`src/rtl/serial_magnitude_comparator.sv`:
```
// serial_magnitude_comparator
//   Multi-cycle magnitude comparator for WIDTH-bit operands. Scans DIGIT bits
//   per cycle starting from the most significant chunk and stops on the first
//   chunk that differs. Result code: 01 greater, 10 equal, 11 less, 00 none.
//
// Ports
//   clk    in   1      rising-edge clock
//   rst    in   1      asynchronous, active-high reset
//   start  in   1      compare request, sampled only while idle
//   A      in   WIDTH  operand A, captured on an accepted start
//   B      in   WIDTH  operand B, captured on an accepted start
//   sgn    in   1      (SIGNED_CMP_EN only) 1 = two's complement compare
//   busy   out  1      high while scanning and in the done cycle
//   done   out  1      one-cycle pulse; flag is valid in this cycle
//   flag   out  2      result code, held until the next result
//
// Configuration
//   SIGNED_CMP_EN  when defined, adds the sgn port for signed compares.

module serial_magnitude_comparator #(
  parameter int unsigned WIDTH = 16,
  parameter int unsigned DIGIT = 4
) (
  input  logic             clk,
  input  logic             rst,
  input  logic             start,
  input  logic [WIDTH-1:0] A,
  input  logic [WIDTH-1:0] B,
`ifdef SIGNED_CMP_EN
  input  logic             sgn,
`endif
  output logic             busy,
  output logic             done,
  output logic [1:0]       flag
);

  localparam int unsigned DIG_SAFE = (DIGIT < 1) ? 1 : DIGIT;
  localparam int unsigned N        = WIDTH / DIG_SAFE;
  localparam int unsigned IDXW     = (N > 1) ? $clog2(N) : 1;

  // Reject operand/chunk geometries that cannot be scanned evenly.
  generate
    if (DIGIT < 1 || (WIDTH % DIG_SAFE) != 0) begin : g_bad_geometry
      $error("serial_magnitude_comparator: WIDTH must be a multiple of DIGIT and DIGIT >= 1");
    end
  endgenerate

  typedef enum logic [1:0] {
    IDLE = 2'd0,
    SCAN = 2'd1,
    DONE = 2'd2
  } state_t;

  state_t           state_q, state_d;
  logic [WIDTH-1:0] opa_q, opa_d;
  logic [WIDTH-1:0] opb_q, opb_d;
  logic [IDXW-1:0]  idx_q, idx_d;
  logic             busy_d, done_d;
  logic [1:0]       flag_d;

  logic [DIGIT-1:0] chunk_a, chunk_b;
  logic [WIDTH-1:0] cap_a, cap_b;

  // Current chunk of each operand, selected by the chunk counter.
  assign chunk_a = DIGIT'(opa_q >> (DIGIT * 32'(idx_q)));
  assign chunk_b = DIGIT'(opb_q >> (DIGIT * 32'(idx_q)));

  // Signed operands become offset binary by flipping the MSB, so the unsigned
  // scan orders them correctly without any change to the datapath.
  always_comb begin
    cap_a = A;
    cap_b = B;
`ifdef SIGNED_CMP_EN
    cap_a[WIDTH-1] = A[WIDTH-1] ^ sgn;
    cap_b[WIDTH-1] = B[WIDTH-1] ^ sgn;
`endif
  end

  // State and registered outputs.
  always_ff @(posedge clk or posedge rst) begin
    if (rst) begin
      state_q <= IDLE;
      opa_q   <= '0;
      opb_q   <= '0;
      idx_q   <= '0;
      busy    <= 1'b0;
      done    <= 1'b0;
      flag    <= 2'b00;
    end else begin
      state_q <= state_d;
      opa_q   <= opa_d;
      opb_q   <= opb_d;
      idx_q   <= idx_d;
      busy    <= busy_d;
      done    <= done_d;
      flag    <= flag_d;
    end
  end

  // Next-state, datapath and output decode.
  always_comb begin
    state_d = state_q;
    opa_d   = opa_q;
    opb_d   = opb_q;
    idx_d   = idx_q;
    flag_d  = flag;

    unique case (state_q)
      IDLE: begin
        if (start) begin
          opa_d   = cap_a;
          opb_d   = cap_b;
          idx_d   = IDXW'(N - 1);
          state_d = SCAN;
        end
      end
      SCAN: begin
        if (chunk_a > chunk_b) begin
          flag_d  = 2'b01;
          state_d = DONE;
        end else if (chunk_a < chunk_b) begin
          flag_d  = 2'b11;
          state_d = DONE;
        end else if (idx_q == '0) begin
          flag_d  = 2'b10;
          state_d = DONE;
        end else begin
          idx_d = idx_q - IDXW'(1);
        end
      end
      DONE: begin
        state_d = IDLE;
      end
      default: begin
        state_d = IDLE;
      end
    endcase

    // Outputs are registered copies of the decode of the next state.
    busy_d = (state_d != IDLE);
    done_d = (state_d == DONE);
  end

endmodule

```
`config.mk`:
```
export PLATFORM = sky130hd
export DESIGN_NAME = serial_magnitude_comparator
export DESIGN_NICKNAME = d
export VERILOG_FILES = /design/src/rtl/serial_magnitude_comparator.sv
export SDC_FILE = /design/constraint.sdc
export NUM_CORES = 1
export LEC_CHECK = 0
export CAP_MARGIN = 10
export CORE_UTILIZATION = 30
export CTS_CLUSTER_DIAMETER = 120
export CTS_CLUSTER_SIZE = 14
export DETAILED_ROUTE_END_ITERATION = 10
export HOLD_SLACK_MARGIN = 0.02
export PLACE_DENSITY_LB_ADDON = 0.3
export SYNTH_ARGS = -nofsm -noshare
export SYNTH_HDL_FRONTEND = slang
export SYNTH_SLANG_ARGS = --single-unit
```
`constraint.sdc`:
```
create_clock -name clk -period 3.43 [get_ports clk]
set_input_delay 1.029 -clock clk [delete_from_list [all_inputs] [get_ports clk]]
set_output_delay 1.029 -clock clk [all_outputs]
set_load 0.02 [all_outputs]
```
[Yosys cells after proc, flatten, opt, wreduce, memory -nomap -nowiden]
Cells that the tools add are included.
Word-level totals
  register bits after elaboration: 40
  input bits: 35
  output and inout port bits: 4
Cells by class
  add/subtract/negate cells: 1
  $lt $le $gt $ge: 2
  eq/ne operators: 6
  shift operators: 2
  muxes and demuxes: 13
  reductions and logical operators: 8
Operators with widths (count)
  $shr 16x4->4: 2
  $mux 2: 11
  $ne 2x2->1 const B: 4
  $pmux 2 s2: 2
  $reduce_and 5->1: 1
  $gt 4x4->1: 1
  $logic_not 2->1: 2
  $lt 4x4->1: 1
  $reduce_and 2->1: 2
  $reduce_bool 2->1: 2
  $reduce_bool 3->1: 1
  $eq 2x1->1 const B: 1
  $eq 2x2->1 const B: 1
  $sub 2x1->2 const B: 1

[Longest topological paths before layout]
Gate-level depths: netlist of the first run.
  depth after elaboration: 6
  gate-level depth with buffers: 8
  mapped depth without buffers: 7

[Least setup slack after synthesis of the first run]
OpenSTA, ideal clock, no wires.
  path kind: reg-to-reg
  from: register idx_q[0]
  to: register state_q[0]
  setup time: 0.127 ns
  arrival: 2.261 ns
  required time: 3.303 ns
  path slack: 1.042 ns
  cell stages (with the launch flop): 8
  path buffers: 1
  clock period less this slack: 2.388 ns
  cell sequence: dfrtp_1 buf_2 mux4_2 ha_1 nor2b_1 o211ai_1 a21oi_2 or2_2
On the way
  cells in the longest elaborated chain, start to end: 5
Ends and longest elaborated chain
  from (decl): line 57  | logic [IDXW-1:0] idx_q, idx_d;
  from (signal assigned): line 93  | idx_q <= idx_d;
  $shr 16x4->4 (tied with other cells): line 65  | assign chunk_a = DIGIT'(opa_q >> (DIGIT * 32'(idx_q)));
  $lt 4x4->1 or $mux 2 (tied branches): line 121, 124
  $mux 2: line 121  | end else if (chunk_a < chunk_b) begin
  $mux 2 *: line 118  | if (chunk_a > chunk_b) begin
  $pmux 2 s2 *: line 108  | unique case (state_q)
  via state_d[0]: line 54  | state_t state_q, state_d;
  to (signal assigned): line 90  | state_q <= state_d;
  to (decl): line 54
The timed path passes the listed nets; every way through them passes the cells marked *.
A chain may end at the register's enable or synchronous reset.

[Worst setup path after layout of the first run]
  from: register idx_q[0]
  to: register idx_q[0]
On the way
  cells in the longest elaborated chain, start to end: 5
Ends and longest elaborated chain
  branches (longest 5 deep; another with $lt 4x4->1)
Parallel ways; which one is timed is not known. The select of a mux whose other input is x is not followed.

==> summary.md, run 1 <==
| Metric | Value |
|---|---|
| Outcome | `completed` |
| Placed Instances | `around 240` |
| Crit path required time | `3.63 ns` |
| Num rows | `28` |
| Fmax | `approximately 0.38 GHz` |
| Setup TNS Final | `0 ns` |
| Number of port buffers | `38` |
| Clock-pin transition on the worst setup and hold timing paths | `0.07 ns` |
| Number of warnings printed during yosys synthesis | `0` |
| Critical path arrival | `2.85 ns` |
| Pwr dens | `roughly 800 nW/um^2` |
| Worst clock skew on the final layout | `around 0.0028 ns` |
| Initial DRC count | `33` |
| XOR/XNOR Fraction of Synth Area | `0%` |
| Yosys top cell area share | `54.98%` |
| Area contributors post-synth | `dfrtp_1 (55%), mux2_2 (20%), mux4_2 (9.9%), ha_1 (3.4%), inv_1 (1.4%)` |
| Number of top-level pins | `39` |
| Via density per instance | `4.636` |
| Hold_ws | `approximately 0.49 ns` |
| Clock sinks | `40` |
| Synthesis-to-layout area growth | `31.07%` |
| Sequential area share after synthesis | `between 50% and 60%` |
| Fin. max-slew vios | `0` |
| Unrepaired setup endpoints after global routing | `no` |
| Placed wire-length estimate | `approximately 2.5 mm` |
| Number of global-route vias before repair | `1265` |
| Number of antenna violations at the first check in global routing | `0` |
| Worst-Skew Late Latency | `roughly 0.29 ns` |
| Share of cell area taken by muxes after synthesis | `between 30 and 40%` |
| Number of iterations in the first detailed-routing pass | `2` |
| CTS Hold Buffers Added | `0` |
| Total number of vias | `1122` |
| Count of non-filler cells in the finished layout | `roughly 240` |
| Number of gates given a new drive strength after cts | `0` |
| Synthesized netlist net count | `about 170` |
| Critical Path Source Type | `register` |
| Adder and majority gate portion of the synthesized area | `3.436%` |
| Full die area | `6384 sq um` |
| Compound-Gate Fraction of Synth Area | `2.818%` |
| Total Nets Final | `~210` |
| ANT cells | `0` |
| Minimum clock period | `2.644 ns` |
| Synthesized instance count | `between 100 and 150` |
| Count of endpoints failing setup in the final report | `0` |
| Distinct cell type count after synthesis | `22` |
| Largest fanout on the critical path | `11` |
| Worst min path class | `register to register` |
| Final hold viol count | `0` |
| Global-route wire length before repair | `~5.7 mm` |
| Worst slew margin | `approximately 65%` |
| Starting density of the core | `30.93%` |
| DIE WIDTH | `approximately 80 um` |
| Syn Area/Cell | `approximately 15 sq um` |
| Count of H-tree levels built during CTS | `2` |
| Core region area | `a little under 6000 sq um` |
| Clock tree from TritonCTS | `built` |
| Worst setup path category | `register to register` |
| Leakage dissipation | `~1 nW` |
| Fraction of the mapped netlist area in simple logic gates | `around 4.7%` |
| Total of flip-flops plus latches after synthesis | `40` |
| Largest net degree at the start of global routing | `between 40 and 50` |
| Tot GR Track Use | `roughly an eighth` |
| Clk Tree Root Cell | `clkbuf_8` |
| Fraction of layout instances using a drive strength above 1 | `a little under a third` |
| Cell taking the most area after synthesis | `dfrtp_1` |
| Average detailed-routed wire length per instance | `~14 um` |
| Combinational family with the most area after synthesis | `multiplexers` |
| Post-route ant nets | `0` |
| Maximum vdd drop | `roughly 0.00034 V` |
| Max-Cap Viols | `0` |
| Drt total wl | `3.312 mm` |
| Endpoint type of the worst setup path | `register` |
| Post-CTS Repair Setup Buffers | `0` |
| Number of buffers created by CTS | `5` |
| Global placer's final weighted congestion | `0.8189` |
| Die Ht | `about 80 um` |
| Overall overflow remaining after global route | `0` |
| Post-detailed-route DRC marker count | `0` |
| Post-synthesis instance area | `around 1800 sq um` |
| Maximum buffer depth of the clock tree | `2` |
| Period Utilization, post-route | `just under 80%` |
| Worst-margin pin slew | `roughly 0.53 ns` |
registers in the layout (all words and copies together), names as in the netlist:
name,count
busy,1
opa_q,16
done,1
flag,2
opb_q,16
idx_q,2
state_q,2
critical path: stages (launching register included):
cell and delay [ns]:
dfrtp_1 0.68, mux4_2 0.58, ha_1 0.34, nand4_1 0.17
or3_1 0.40, a21oi_2 0.19, mux2i_1 0.21
kinds of logic (layout without fill, tap and decap cells):
family	after synthesis	after routing
mux	42	42
flops	40	40
simple gates	17	17
buf+inv	13	55
compound gates	8	8
fa+ha+maj	5	5
routing by layer:
layer | vias up | GRT usage (%) | part of all wire (%)
li1 | 529 | - | -
met1 | 559 | 14.47 | 45
met2 | 25 | 19.49 | 49
met3 | 9 | 3.200 | 4.3
met4 | 0 | 6.964 | 2.4
met5 | - | 0 | 0
power breakdown:
part | total, mW | internal, mW | switching (mW)
logic | 0.775 | 0.466 | 0.309
clock network | 0.330 | 0.179 | 0.151
registers | 0.838 | 0.695 | 0.142
total | 1.94 | 1.34 | 0.602
final timing paths:
path                                          to                  from  cells past startpoint  slack [ns]
setup reg to reg            idx_q[0]$_DFFE_PP0P_  idx_q[0]$_DFFE_PP0P_                      6        0.79
hold / removal               flag[0]$_DFFE_PP0P_   flag[0]$_DFFE_PP0P_                      2        0.49
setup / recovery            idx_q[0]$_DFFE_PP0P_  idx_q[0]$_DFFE_PP0P_                      6        0.79
hold reg to reg              flag[0]$_DFFE_PP0P_   flag[0]$_DFFE_PP0P_                      2        0.49
min in group asynchronous  opa_q[11]$_DFFE_PP0P_                   rst                      3        1.16
max in group asynchronous   opb_q[3]$_DFFE_PP0P_                   rst                      3        1.93
area by class of cell:
type,count,area [sq um]
Clock buffer,7,96.34
Fill cell,564,3500
Inverter,7,26.28
Multi-Input combinational cell,72,765.7
Sequential cell,40,1001
Tap cell,75,93.84
Timing Repair Buffer,41,402.9
layout by cell type (no fill, tap or decap):
master | netlist | routed
o211ai_1 | 1 | 1
clkdlybuf4s50_1 | 0 | 38
buf_4 | 1 | 3
nor3_1 | 1 | 1
a21oi_2 | 1 | 1
nand4_1 | 1 | 1
mux2i_1 | 2 | 2
nand2_1 | 3 | 3
ha_1 | 5 | 5
a21oi_1 | 3 | 3
nor2_1 | 5 | 5
mux2_2 | 32 | 32
a211oi_1 | 2 | 2
dfrtp_1 | 40 | 40
nand2b_1 | 2 | 2
mux4_2 | 8 | 8
inv_1 | 7 | 7
nor3b_2 | 0 | 1
o21ai_0 | 1 | 1
or3_1 | 1 | 1
clkbuf_8 | 0 | 7
nor2b_1 | 2 | 2
or2_2 | 1 | 1
cell usage after synthesis:
| cell type | n |
|---|---|
| dfrtp_1 | 40 |
| mux2_2 | 32 |
| mux4_2 | 8 |
| inv_1 | 7 |
| buf_2 | 5 |
| ha_1 | 5 |
| nor2_1 | 5 |
| a21oi_1 | 3 |
| nand2_1 | 3 |
| a211oi_1 | 2 |
| mux2i_1 | 2 |
| nand2b_1 | 2 |
| nor2b_1 | 2 |
| a21oi_2 | 1 |
| buf_4 | 1 |
| nand4_1 | 1 |
| nor3_1 | 1 |
| nor3b_1 | 1 |
| o211ai_1 | 1 |
| o21ai_0 | 1 |
| or2_2 | 1 |
| or3_1 | 1 |
metrics by stage:
step / setup slack [ns] / cell area [sq um] / util (%) / total power, mW
after detailed placement: 0.7468 / 2290 / 38.90 / 1.630
final: 0.7857 / 2386 / 40.54 / 1.942
after global routing: 0.5403 / 2386 / 40.54 / 2.082
after global placement: 0.8480 / 2290 / 38.90 / 1.590
after floorplan: 1.042 / 1821 / - / 1.408
after CTS: 0.7439 / 2386 / 40.54 / 1.970
Note: power is estimated with default switching activity, not from simulation.
==> run 2, diff against run 1 <==
clock period = 2.4 ns   (was 3.43 ns; I/O delays follow)
==> run 2 against run 1 <==
Against the previous run:
- hold slack better by 0.016 ns
- final area up 1.8%
- count of clock-buffer cells in the layout down 1
- die area unchanged
- sequential cell count unchanged
- register-to-register slack worse by 0.69 ns
- cell count up 2.9%
- via count up 2.6%
- maximum frequency up 15%
- power up 46%
- first-iteration DRC count up 97%
==> summary.md, run 2 (synthesis results as in run 1) <==
| Metric | Value |
|---|---|
| Via density per instance | `4.622 (was 4.636)` |
| Largest net degree at the start of global routing | `41 (unchanged)` |
| Period Utilization, post-route | `96.00% (was 77.09%)` |
| Global placer's final weighted congestion | `0.7865 (was 0.8189)` |
| Count of non-filler cells in the finished layout | `249 (was 242)` |
| Critical path arrival | `2.52 ns (was 2.85 ns)` |
| Drt total wl | `3.356 mm (was 3.312 mm)` |
| Pwr dens | `1171 nW/um^2 (was 814.1 nW/um^2)` |
| Switching part of the total power | `30.86% (was 31.01%)` |
| CTS Hold Buffers Added | `0 (unchanged)` |
| Post-CTS Repair Setup Buffers | `0 (unchanged)` |
| ANT cells | `0 (unchanged)` |
| Maximum vdd drop | `0.0004744 V (was 0.0003416 V)` |
| Global-route wire length before repair | `5.858 mm (was 5.699 mm)` |
| Number of buffers created by CTS | `5 (unchanged)` |
| Die Ht | `79.90 um (unchanged)` |
| Pre-CTS setup slack | `0.09256 ns (was 0.7468 ns)` |
| Average detailed-routed wire length per instance | `13.48 um (was 13.69 um)` |
| Outcome | `completed (unchanged)` |
| Worst clock skew on the final layout | `0.008050 ns (was 0.002843 ns)` |
| Core region area | `5886 sq um (unchanged)` |
| Number of iterations in the first detailed-routing pass | `4 (was 2)` |
| Critical Path Source Type | `register (unchanged)` |
| Worst min path class | `register to register (unchanged)` |
| Internal power consumption | `1.966 mW (was 1.340 mW)` |
| Count of H-tree levels built during CTS | `2 (unchanged)` |
| Crit path required time | `2.61 ns (was 3.63 ns)` |
| Most frequent standard cell in the layout excluding fill and tap cells | `dfrtp_1 (unchanged)` |
| Worst-margin pin slew | `0.5003 ns (was 0.5313 ns)` |
| Num rows | `28 (unchanged)` |
| Worst Slack Setup Final | `0.09604 ns (was 0.7857 ns)` |
| Overall overflow remaining after global route | `0 (unchanged)` |
| Worst-Skew Late Latency | `0.29 ns (about the same)` |
| Number of port buffers | `38 (unchanged)` |
| Largest regs | `opa_q (16), opb_q (16) (unchanged)` |
| Clock share of power | `16.1% (was 17.0%)` |
| Number of top-level pins | `39 (unchanged)` |
| Worst slew margin | `66.65% (was 64.58%)` |
| Share of power burned in combinational logic | `43.2% (was 39.9%)` |
| Clk Tree Root Cell | `clkbuf_8 (unchanged)` |
| Sequential share of power | `40.8% (was 43.1%)` |
| Clock-pin transition on the worst setup and hold timing paths | `0.08 ns (was 0.07 ns)` |
| Post-route ant nets | `0 (unchanged)` |
| Total Nets Final | `213 (was 207)` |
| Total number of vias | `1151 (was 1122)` |
| Starting density of the core | `30.93% (unchanged)` |
| Commonest cells after routing, fill and taps aside | `dfrtp_1 (39), clkdlybuf4s50_1 (38), mux2_2 (32) (was dfrtp_1 (40), clkdlybuf4s50_1 (38), mux2_2 (32))` |
| Total power | `2.843 mW (was 1.942 mW)` |
| Full die area | `6384 sq um (unchanged)` |
| DP Area | `2335 sq um (was 2290 sq um)` |
| Maximum buffer depth of the clock tree | `2 (unchanged)` |
| Clock tree from TritonCTS | `built (unchanged)` |
| Final hold viol count | `0 (unchanged)` |
| Post-detailed-route DRC marker count | `0 (unchanged)` |
| Number of gates given a new drive strength after cts | `0 (unchanged)` |
| Number of antenna violations at the first check in global routing | `0 (unchanged)` |
| Synthesis-to-layout area growth | `33.40% (was 31.07%)` |
| Hold_ws | `0.5086 ns (was 0.4926 ns)` |
| Fmax | `0.4340 GHz (was 0.3782 GHz)` |
| Worst Hold Path Cells | `1 (was 2)` |
| Initial DRC count | `65 (was 33)` |
| Largest fanout on the critical path | `4 (was 11)` |
| Fraction of layout instances using a drive strength above 1 | `35.06% (was 31.74%)` |
| Tot GR Track Use | `12.24% (was 12.08%)` |
| Sw power | `0.8774 mW (was 0.6023 mW)` |
| Fin. max-slew vios | `0 (unchanged)` |
| Setup TNS Final | `0 ns (unchanged)` |
| Leakage dissipation | `1.028 nW (was 1.002 nW)` |
| Number of global-route vias before repair | `1277 (was 1265)` |
| Clock sinks | `40 (unchanged)` |
| Unrepaired setup endpoints after global routing | `yes (was no)` |
| DIE WIDTH | `79.90 um (unchanged)` |
| Minimum clock period | `2.304 ns (was 2.644 ns)` |
| R2R depth | `7 (was 6)` |
| Final Instance Area | `2429 sq um (was 2386 sq um)` |
| Placed Instances | `241 (was 235)` |
| Count of endpoints failing setup in the final report | `0 (unchanged)` |
| Worst setup path category | `register to register (unchanged)` |
| Placed wire-length estimate | `2.505 mm (was 2.467 mm)` |
| Max-Cap Viols | `0 (unchanged)` |
| Count of filler cells inserted in the layout | `554 (was 564)` |
| Util after Layout | `41.26% (was 40.54%)` |
| Endpoint type of the worst setup path | `register (unchanged)` |
==> run 2: layout make-up <==
cell class	instances	area [sq um]	share of cell area [%]
Sequential cell	40	1002	41.27
Multi-Input combinational cell	72	765.7	31.53
Timing Repair Buffer	47	447.9	18.44
Tap cell	75	93.84	3.864
Clock buffer	6	82.58	3.400
Inverter	7	26.28	1.082
Clock inverter	2	10.01	0.4122
==> run 2: path summary, 6_finish.rpt <==
| path | slack [ns] | end | start |
|---|---|---|---|
| max in group asynchronous | 1.17 | idx_q[1]$_DFFE_PP0P_ | rst |
| hold reg to reg | 0.51 | opa_q[0]$_DFFE_PP0P_ | opa_q[0]$_DFFE_PP0P_ |
| hold / removal | 0.51 | opa_q[0]$_DFFE_PP0P_ | opa_q[0]$_DFFE_PP0P_ |
| setup reg to reg | 0.1 | idx_q[0]$_DFFE_PP0P_ | idx_q[0]$_DFFE_PP0P_ |
| setup / recovery | 0.1 | idx_q[0]$_DFFE_PP0P_ | idx_q[0]$_DFFE_PP0P_ |
| min in group asynchronous | 0.85 | opa_q[1]$_DFFE_PP0P_ | rst |
==> run 2: critical path, stage by stage (launching register included) <==
cell and delay [ns]:
dfrtp_1 0.35, buf_4 0.15, mux4_2 0.50, ha_1 0.33
nand4_1 0.12, or3_1 0.37, a21oi_2 0.21, mux2i_1 0.21
==> run 2: power by group through the flow <==
stage	Clock (mW)	Sequential, mW	Combinational (mW)
6_report	0.456	1.16	1.23
5_1_grt	0.502	1.20	1.35
4_1_cts	0.471	1.17	1.24
3_5_place_dp	0	1.18	1.23
3_3_place_gp	0	1.19	1.19
2_1_floorplan	0	1.13	0.877
==> run 2: routing by layer <==
| metal | track usage (%) | up-vias | wire length, um |
|---|---|---|---|
| li1 | - | 543 | - |
| met1 | 14.44 | 571 | 1469 |
| met2 | 20.60 | 32 | 1702 |
| met3 | 3.086 | 5 | 129 |
| met4 | 6.071 | 0 | 54 |
| met5 | 0 | - | 0 |
==> RTL change 1: new RTL, config.mk and constraints of run 2 <==
Add an input register stage for `start`; this delays it by one clock. The other inputs are not delayed to match.
--- a/src/rtl/serial_magnitude_comparator.sv
+++ b/src/rtl/serial_magnitude_comparator.sv
@@ -37,6 +37,12 @@
   localparam int unsigned DIG_SAFE = (DIGIT < 1) ? 1 : DIGIT;
   localparam int unsigned N        = WIDTH / DIG_SAFE;
   localparam int unsigned IDXW     = (N > 1) ? $clog2(N) : 1;
+
+  logic start_q;
+
+  always_ff @(posedge clk) begin
+    start_q <= start;
+  end
 
   // Reject operand/chunk geometries that cannot be scanned evenly.
   generate
@@ -107,7 +113,7 @@
 
     unique case (state_q)
       IDLE: begin
-        if (start) begin
+        if (start_q) begin
           opa_d   = cap_a;
           opb_d   = cap_b;
           idx_d   = IDXW'(N - 1);
Function: changed (Yosys sat finds a counterexample within 4 cycles, from zero or initial values and one cycle with rst high).
==> RTL change 1 against run 2 <==
  * Routed wire length grew 11%
  * Power grew 15%
  * Final area grew 5.4%
  * Worst setup slack lost 7.4 ps
  * Count of clock-buffer cells in the layout shrank 1
  * Sequential cell count grew 1
  * Area after synthesis grew 1.1%
  * Synthesized cell count grew 0.80%
  * Largest cell class unchanged
==> RTL change 1: results (changes against run 2) <==
Global routing
  – Global-route wire length before repair: 6060 µm (+3.4%)
  – Total Routing Usage GR: 13.0% (+0.78 points)
  – Vias in the first global route: 1233 (-3.4%)
  – Met3 Usage GRT: 4.55% (+1.5 points)
  – Met1 Use GR: 16.1% (+1.6 points)
  – Met2 global-route usage: 20.9% (+0.34 points)

Routing
  – Met1 Wirelength: 1620 µm (+10%)
  – Mean number of vias per cell: 4.54 (-1.8%)
  – Met2 wire len: 1880 µm (+10%)
  – Routed wl met3: 150 µm (+16%)
  – Average wire per standard cell: 14.8 µm (+9.5%)
  – Initial drt markers: 40 (-38%)

Synth
  – Top post-synthesis cells by area: sky130_fd_sc_hd__dfrtp_1 54%, sky130_fd_sc_hd__mux2_2 20%, sky130_fd_sc_hd__mux4_2 9.8%
  – Syn_nets: 166 (+0.61%)
  – Cell variety after synth: 23 (+4.5%)
  – Mean Syn Cell Area: 14.6 µm² (+0.30%)
  – Yosys Warn Count: 0 (unchanged)
  – Sequential element share of the synthesized area: 55.5% (+0.49 points)
  – Asr flop ratio synth: 97.6% (-2.4 points)

Clocking
  – Clock slew at the register clock pins of the worst setup and hold paths: 80 ps (about the same)
  – Cts bufs inserted: 5 (unchanged)

Pwr
  – Relative contribution of sequential cells to total power: 36.5% (-4.3 points)
  – Peak supply drop: 0.544 mV (+15%)
  – Cell internal power dissipation: 0.00228 W (+16%)
  – Clock share of power: 20.0% (+3.9 points)
  – Leakage: 1.08 nW (+4.8%)

Place
  – # placed instances: 242 (+0.41%)
  – Placed Instance Area: 2370 µm² (+1.4%)
  – Weighted congestion at the end of routability-driven global placement: 0.762 (-3.1%)
  – Half-perimeter wire length after detailed placement: 2710 µm (+8.1%)

Worst setup path
  – Highest net fanout along the worst path: 6 (+2)
  – Data arrival, critical path: 2480 ps (-40 ps)
  – Worst reg2reg path depth: 8 (+1)
  – Worst setup path endpoint: state_q[1]$_DFF_PP0_

STA
  – Tightest hold margin: 508 ps (-0.210 ps)
  – Worst clock skew: 6.76 ps (-1.29 ps)
  – Least-Margin Pin Slew: 566 ps (+65.7 ps)

Final layout
  – Fraction of final layout cells with drive strength greater than 1: 36.7% (+1.7 points)
  – Non-filler cells in the finished layout: 252 (+1.2%)
  – Final net count: 216 (+1.4%)

Min path
  – Hold Startpoint: opa_q[14]$_DFFE_PP0P_
  – Endpoint of the worst hold-timing path: opa_q[14]$_DFFE_PP0P_

Run status
  – Outcome: complete, no violations
==> RTL change 1: kinds of logic after synthesis <==
group           after synthesis  share of synthesized area [%]
mux                          42                           30.5
flops                        41                           55.5
simple gates                 17                           4.69
buf+inv                      13                           3.20
compound gates                8                           2.79
fa+ha+maj                     5                           3.40
==> RTL change 1: repair_timing <==
action | in CTS | in global routing
buffers inserted | 0 | 1
resized for setup | 0 | 3
endpoints found under the setup margin | 0 | 2
==> RTL change 1: cell type report <==
cell class / count / area, µm²
Clock buffer: 5 / 68.8
Clock inverter: 3 / 65.1
Fill cell: 543 / 3360
Inverter: 7 / 26.3
Multi-Input combinational cell: 72 / 791
Sequential cell: 41 / 1020
Tap cell: 75 / 93.8
Timing Repair Buffer: 49 / 493
==> RTL change 1: per-stage QoR <==
step / setup WS, ps / power (W)
after floorplan: 11.8 / 0.00206
after global placement: 139 / 0.00243
after detailed placement: 109 / 0.00251
after CTS: 78.7 / 0.00317
after global routing: 11.9 / 0.00349
final: 88.6 / 0.00326
==> RTL change 2: new RTL, config.mk and constraints of run 2 <==
Without the edit above. Build with the macro `SIGNED_CMP_EN` defined.
--- a/src/rtl/serial_magnitude_comparator.sv
+++ b/src/rtl/serial_magnitude_comparator.sv
@@ -16,6 +16,8 @@
 //
 // Configuration
 //   SIGNED_CMP_EN  when defined, adds the sgn port for signed compares.
+
+`define SIGNED_CMP_EN
 
 module serial_magnitude_comparator #(
   parameter int unsigned WIDTH = 16,
Interface: changed (added sgn); port bits go from 39 to 40. The function was not compared with the original's and may differ.
==> RTL change 2 against run 2 <==
  * Area after synthesis rose by 0.96%
  * Clock skew fell by 1.6 ps
  * Global-route usage up 0.34 points
  * Final area up 3.7%
  * Cell count rose by 2.0%
  * Power is 4.2% higher
  * Routed wire length is 6.2% higher
  * Sequential cell count unchanged
  * Critical path depth fell by 1
  * First-iteration DRC count shrank 45%
  * Count of clock-buffer cells in the layout unchanged
  * Synthesized cell count grew 3.2%
  * Worst setup slack improved by 15 ps
==> RTL change 2: results (changes against run 2) <==
Run status
  – Outcome: complete, no violations

Worst setup path
  – Data arrival, critical path: 2500 ps (-20 ps)
  – R2r setup slk: 110 ps (+20 ps)
  – Delay of the slowest critical-path stage: 570 ps (+70 ps)
  – Highest net fanout along the worst path: 8 (+4)

Routing
  – Average wire per standard cell: 14.0 µm (+4.1%)
  – Number of search-and-repair iterations in the first detailed-routing pass: 3 (-1)
  – Met2 wire len: 1790 µm (+5.2%)
  – Met1 Wirelength: 1570 µm (+6.6%)
  – Mean number of vias per cell: 4.63 (+0.25%)

STA
  – Worst slew margin relative to its limit: 67.0% (+0.38 points)
  – Final setup margin: 111 ps (+15.4 ps)
  – Worst clock skew: 6.48 ps (-1.57 ps)

Final layout
  – Fraction of final layout cells with drive strength greater than 1: 35.2% (+0.14 points)
  – Number of filler cells placed in the layout: 548 (-1.1%)

Place
  – Placed Instance Area: 2380 µm² (+2.0%)
  – # placed instances: 245 (+1.7%)

Synth
  – Syn_nets: 170 (+3.0%)
  – Cell variety after synth: 23 (+4.5%)
  – Sequential element share of the synthesized area: 54.5% (-0.52 points)

Pwr
  – Peak supply drop: 0.713 mV (+50%)
  – Leakage: 1.05 nW (+1.8%)

Global routing
  – Vias in the first global route: 1259 (-1.4%)
  – Global-route wire length before repair: 5960 µm (+1.8%)

Die
  – Die ar.: 6440 µm² (+0.94%)
## RTL change 2: cell count changes in the layout (fill, tap and decap cells not counted), sizes merged
cell           change
nor2               +2
a21oi              +2
clkdlybuf4s50      +1
xnor2              +2
mux2               -2
## RTL change 2: kinds of logic (layout without fill, tap and decap cells)
group,after synthesis,in the layout,synth area share (%)
mux,40,40,29.3
xor+xnor,2,2,0.953
flops,40,40,54.5
buf+inv,13,63,3.20
simple gates,19,19,5.38
fa+ha+maj,5,5,3.40
compound gates,10,10,3.34
## RTL change 2: repair_timing
| action | CTS | global route |
|---|---|---|
| gates resized for setup | 1 | 4 |
| buffers inserted | 0 | 1 |
| endpoints found under the setup margin | 4 | 5 |
| pin swaps | 0 | 4 |
## RTL change 2: worst paths after layout
| path | from | end | depth (start not counted) |
|---|---|---|---|
| worst max-delay path | idx_q[0]$_DFFE_PP0P_ | idx_q[0]$_DFFE_PP0P_ | 6 |
| worst min-delay path | flag[0]$_DFFE_PP0P_ | flag[0]$_DFFE_PP0P_ | 2 |
| worst max register to register | idx_q[0]$_DFFE_PP0P_ | idx_q[0]$_DFFE_PP0P_ | 6 |
| worst min register to register | flag[0]$_DFFE_PP0P_ | flag[0]$_DFFE_PP0P_ | 2 |
| max in group asynchronous | rst | idx_q[0]$_DFFE_PP0P_ | 3 |
| min in group asynchronous | rst | opa_q[13]$_DFFE_PP0P_ | 3 |
## RTL change 2: power groups by stage
stage | Sequential, W | Clock [W] | Combinational (W)
3_3_place_gp | 0.00119 | 0 | 0.00118
6_report | 0.00118 | 0.000458 | 0.00132
4_1_cts | 0.00119 | 0.000477 | 0.00124
2_1_floorplan | 0.00114 | 0 | 0.000871
3_5_place_dp | 0.00120 | 0 | 0.00123
5_1_grt | 0.00123 | 0.000505 | 0.00145
## RTL change 2: layer usage
metal	GRT usage [%]	up-vias
li1	-	555
met1	15.2	589
met2	21.1	28
met3	3.64	5
met4	4.82	0
met5	0	-
## RTL change 2: worst max-delay path: cells and delay by family, from the launching register on
family | cells | cell delay [ps]
muxes | 2 | 790
adders and majority gates | 1 | 290
and+or+nand+nor | 2 | 430
AOI/OAI and AO/OA | 1 | 200
DFF | 1 | 490
## RTL change 2: final cells by class
class / instances / area [µm²] / share of cell area [%]
Timing Repair Buffer: 48 / 483 / 19.2
Sequential cell: 40 / 1000 / 39.8
Multi-Input combinational cell: 76 / 820 / 32.6
Clock inverter: 2 / 10.0 / 0.398
Tap cell: 75 / 93.8 / 3.73
Clock buffer: 6 / 82.6 / 3.28
Inverter: 7 / 26.3 / 1.04
